<file path="config.mk">
export PLATFORM = sky130hd
export DESIGN_NAME = if_stage
export DESIGN_NICKNAME = d
export VERILOG_FILES = /design/src/rtl/if_stage.sv
export SDC_FILE = /design/constraint.sdc
export NUM_CORES = 1
export LEC_CHECK = 0
export CAP_MARGIN = 20
export CELL_PAD_IN_SITES_DETAIL_PLACEMENT = 1
export CELL_PAD_IN_SITES_GLOBAL_PLACEMENT = 2
export CORE_MARGIN = 2
export CORE_UTILIZATION = 24
export DETAILED_ROUTE_END_ITERATION = 12
export GPL_ROUTABILITY_DRIVEN = 0
export HOLD_SLACK_MARGIN = 0.03
export MAX_ROUTING_LAYER = met4
export PLACE_DENSITY_LB_ADDON = 0.1
export SETUP_SLACK_MARGIN = 0.02
export SLEW_MARGIN = 20
export SYNTH_ARGS = -nofsm -noshare
export SYNTH_HDL_FRONTEND = slang
export SYNTH_SLANG_ARGS = --single-unit
</file>
<file path="constraint.sdc">
create_clock -name clk -period 3.05 [get_ports clk]
set_clock_uncertainty 0.2 [all_clocks]
set_input_delay 0.61 -clock clk [delete_from_list [all_inputs] [get_ports clk]]
set_output_delay 0.61 -clock clk [all_outputs]
set_load 0.01 [all_outputs]
</file>
<file path="src/rtl/if_stage.sv">
// rtl/if_stage.sv - instruction fetch stage with one-bubble redirect and stall hold register
// Optional retired/cycle counters are enabled by defining IF_STAGE_PERF_CNT_EN.
module if_stage #(
  parameter logic [31:0] RESET_PC = 32'h4000_0000
) (
  input  logic        clk,
  input  logic        rst,
  input  logic        stall,
  input  logic        should_br,
  input  logic [31:0] ALU_result,
  input  logic [31:0] fetch_data,
  output logic [31:0] fetch_addr,
  output logic [31:0] PC,
  output logic [31:0] instruction_EXE,
  output logic [31:0] cycle_cnt,
  output logic [31:0] inst_cnt
);

  logic [31:0] pc_if;
  logic [31:0] pc_ex;
  logic [31:0] hold_reg;
  logic        boot_q;
  logic        kill_q;
  logic        hold_valid;
  logic [6:0]  opcode;
  logic        jump;
  logic        redirect;
  logic [31:0] target;

  assign opcode   = instruction_EXE[6:0];
  assign jump     = (instruction_EXE != 32'h0) &&
                    ((opcode == 7'b1101111) || (opcode == 7'b1100111));
  assign redirect = !stall && (should_br || jump);
  assign target   = ALU_result & 32'hFFFF_FFFE;

  assign fetch_addr = pc_if;
  assign PC         = pc_ex;

  // The hold register wins because fetch_data moves on to pc_if's word during a stall.
  always_comb begin
    if (hold_valid)
      instruction_EXE = hold_reg;
    else if (boot_q || kill_q)
      instruction_EXE = 32'h0;
    else
      instruction_EXE = fetch_data;
  end

  always_ff @(posedge clk or negedge rst) begin
    if (!rst) begin
      pc_if      <= RESET_PC;
      pc_ex      <= 32'h0;
      boot_q     <= 1'b1;
      kill_q     <= 1'b0;
      hold_valid <= 1'b0;
      hold_reg   <= 32'h0;
    end else if (!stall) begin
      pc_ex      <= pc_if;
      pc_if      <= redirect ? target : pc_if + 32'd4;
      kill_q     <= redirect;
      boot_q     <= 1'b0;
      hold_valid <= 1'b0;
    end else if (!hold_valid) begin
      hold_valid <= 1'b1;
      hold_reg   <= instruction_EXE;
    end
  end

`ifdef IF_STAGE_PERF_CNT_EN
  logic [31:0] cycle_q;
  logic [31:0] inst_q;

  always_ff @(posedge clk or negedge rst) begin
    if (!rst) begin
      cycle_q <= 32'h0;
      inst_q  <= 32'h0;
    end else begin
      cycle_q <= cycle_q + 32'd1;
      if (!stall && (instruction_EXE != 32'h0))
        inst_q <= inst_q + 32'd1;
    end
  end

  assign cycle_cnt = cycle_q;
  assign inst_cnt  = inst_q;
`else
  assign cycle_cnt = 32'h0;
  assign inst_cnt  = 32'h0;
`endif

endmodule

</file>
==> results.txt <==
Hold Fails Final Rpt: 0
Max Cap Violations: 0
CTS tree: built
Asr flop ratio synth: 1.00
Slew @ Worst Pin: 677 ps
Global-route wire length before repair: 26.7 mm
Core outline area: 0.0217 mm²
Initial antenna violation count: 1
RSZ-0062 raised after global routing: no
Vias in the first global route: 4809
CTS Buf Count: 9
Commonest non-fill, non-tap cells in the layout: 158 x clkdlybuf4s50_1, 148 x nand2_1, 95 x dfrtp_1, 66 x conb_1, 45 x o21ai_0
Layout cell share with drive strength beyond 1: 0.108
Reg2reg path depth: 7
Worst min path class: in -> async
# DRC: 0
Cells after Synth: 580
CTS Sinks: 97
Port Buffer Count: 160
R2r setup slk: 340 ps
Post-synth EDFFs: 0
H-Tree Depth: 3
Startpoint types: primary input
Placed cell areas: 0.00712 mm²
Critical Path AT: 2160 ps
DR iter-0 viols: 164
Number of vias per cell: 4.42
Yosys reg bits: 97
Reg2Reg Capture Point: fetch_addr[9]
Tcrit/Tclk final: 0.973
Pleak: 3.22 nW
Primary FF master, synth: dfrtp_1
Final Critical Period: 2970 ps
Rel. slew slack: 0.548
Finish-stage setup viols: 0
Clock transition at path regs: 70 ps
Worst-Skew Late Latency: 360 ps
Layout Cell Area excl Fill: 0.00741 mm²
Total die area: 0.0232 mm²
Routed vias: 4547
Register area share after synthesis: 0.461
Yosys warns: 0
Post-route ant nets: 0
Initial Util: 0.243
Peak VDD IR: 0.283 mV
Clock tree buffer depth: 2
Outcome: finished clean
Die height: 152 µm
Post-synthesis adder-cell area fraction: 0.00237
Yosys cell types: 46
PwrDens: 507 mW/mm²
Total wire length: 16.5 mm
Fin. max-slew vios: 0
Worst Setup EP: instruction_EXE[2]
Die Wd: 152 µm
Post-Synth XOR/XNOR Area: 0
DR pass1 iterations: 4
Main combinational cell family by area after synthesis: simple AND/OR/NAND/NOR gates
Overall Power: 3.76 mW
Max FO, Critical Path: 3
Routed len/inst: 16.1 µm
Post-CTS Setup Bufs: 0
Final #Nets: 811
Post-synthesis cell area: 0.00528 mm²
FMAX: 337 MHz
Simple-gate area share of the yosys netlist: 0.186
Syn-to-layout area delta: 40.5%
Worst setup path startpoint: fetch_data[2]
Multiplexer share of the synthesized area: 0.0998
Rows: 54
Compound-cell area share of the yosys netlist: 0.123
Avg Cell Area, Syn: 9.10 µm²
HPWL Detailed: 12.0 mm
Io pins: 228
Resized cells post-CTS: 0
Crit end category: output pin
Max FFs per register: 32
Worst Path Required: 2240 ps
Cts hold-fix bufs: 0
Most common cell after layout, fill and taps aside: clkdlybuf4s50_1
GRT overflow: 0
Clock root buffer: clkbuf_16
WS Path Type: in -> out
Global Route Usage Sum: 0.147
Worst R2R Start: hold_valid
Pin count of the biggest net entering global routing: 48
-- layer usage --
| layer | vias up | wire [µm] | GRT usage |
|---|---|---|---|
| met5 | - | 0 | - |
| met4 | 0 | 150 | 0.0334 |
| met3 | 8 | 845 | 0.0364 |
| met2 | 121 | 7680 | 0.229 |
| met1 | 2228 | 7860 | 0.193 |
| li1 | 2190 | - | - |
-- worst max-delay path: stages --
cell and delay [ps]:
clkdlybuf4s50_1 460, or4b_4 470, nand2_1 80, clkdlybuf4s50_1 530
-- metrics by stage --
stage / hold slack [ps] / TNS [ps] / instances / setup slack [ps] / utilization
detailed placement: 270 / -4970 / 1011 / -260 / 0.328
global placement: 263 / -5210 / 1011 / -271 / 0.328
global route: 136 / 0 / 1028 / 35.2 / 0.342
CTS: 113 / 0 / 1027 / 32.3 / 0.341
finish: 95.2 / 0 / 1028 / 83.1 / 0.342
floorplan: 114 / 0 / 645 / 480 / -
-- synth_stat cells, types with 3 or more instances --
cell type | n | area (µm²)
a21oi_1 | 18 | 90.1
a22oi_1 | 5 | 37.5
a2bb2oi_1 | 9 | 78.8
and2_1 | 4 | 25.0
and3_1 | 7 | 43.8
buf_1 | 5 | 18.8
buf_2 | 7 | 35.0
buf_4 | 66 | 495
clkbuf_1 | 22 | 82.6
dfrtp_1 | 95 | 2380
inv_1 | 11 | 41.3
mux2_1 | 3 | 33.8
mux2_2 | 26 | 293
mux2i_1 | 20 | 200
nand2_1 | 148 | 556
nand3_1 | 23 | 115
nand4_1 | 10 | 62.6
nor2_1 | 5 | 18.8
nor3_1 | 6 | 30.0
o21ai_0 | 45 | 225
o22a_1 | 4 | 35.0
o2bb2a_1 | 5 | 50.1
or3_1 | 5 | 31.3
-- worst min-delay path by stage --
stage | to | slack [ps] | cells after the start
detailed placement | PC[29] | 270 | 2
global placement | hold_reg[25] | 260 | 2
finish | hold_reg[30] | 100 | 1
global route | hold_reg[25] | 140 | 1
CTS | hold_reg[29] | 110 | 1
floorplan | PC[10] | 110 | 0
-- cell type report --
cell class,instances,area [µm²]
multi-input combinational,437,2450
tap,280,350
clock inverter,7,60.1
timing repair buffer,186,1850
sequential,97,2430
fill,2521,14300
inverter,11,41.3
antenna,1,2.50
clock buffer,9,225
-- kinds of logic after synthesis --
logic type,after synthesis
AND/OR/NAND/NOR,220
buffers and inverters,111
AO/OA/AOI/OAI,101
flip-flops,97
multiplexers,49
adder cells (fa/ha/maj),1
other,1
-- where the power goes --
| part | internal [mW] | switching [mW] | leakage, nW |
|---|---|---|---|
| Sequential | 1.46 | 0.156 | 1.17 |
| Clock | 0.569 | 0.568 | 0.131 |
| Combinational | 0.550 | 0.458 | 1.93 |
| Total | 2.57 | 1.18 | 3.22 |
Power figures use the tool's default switching activity.
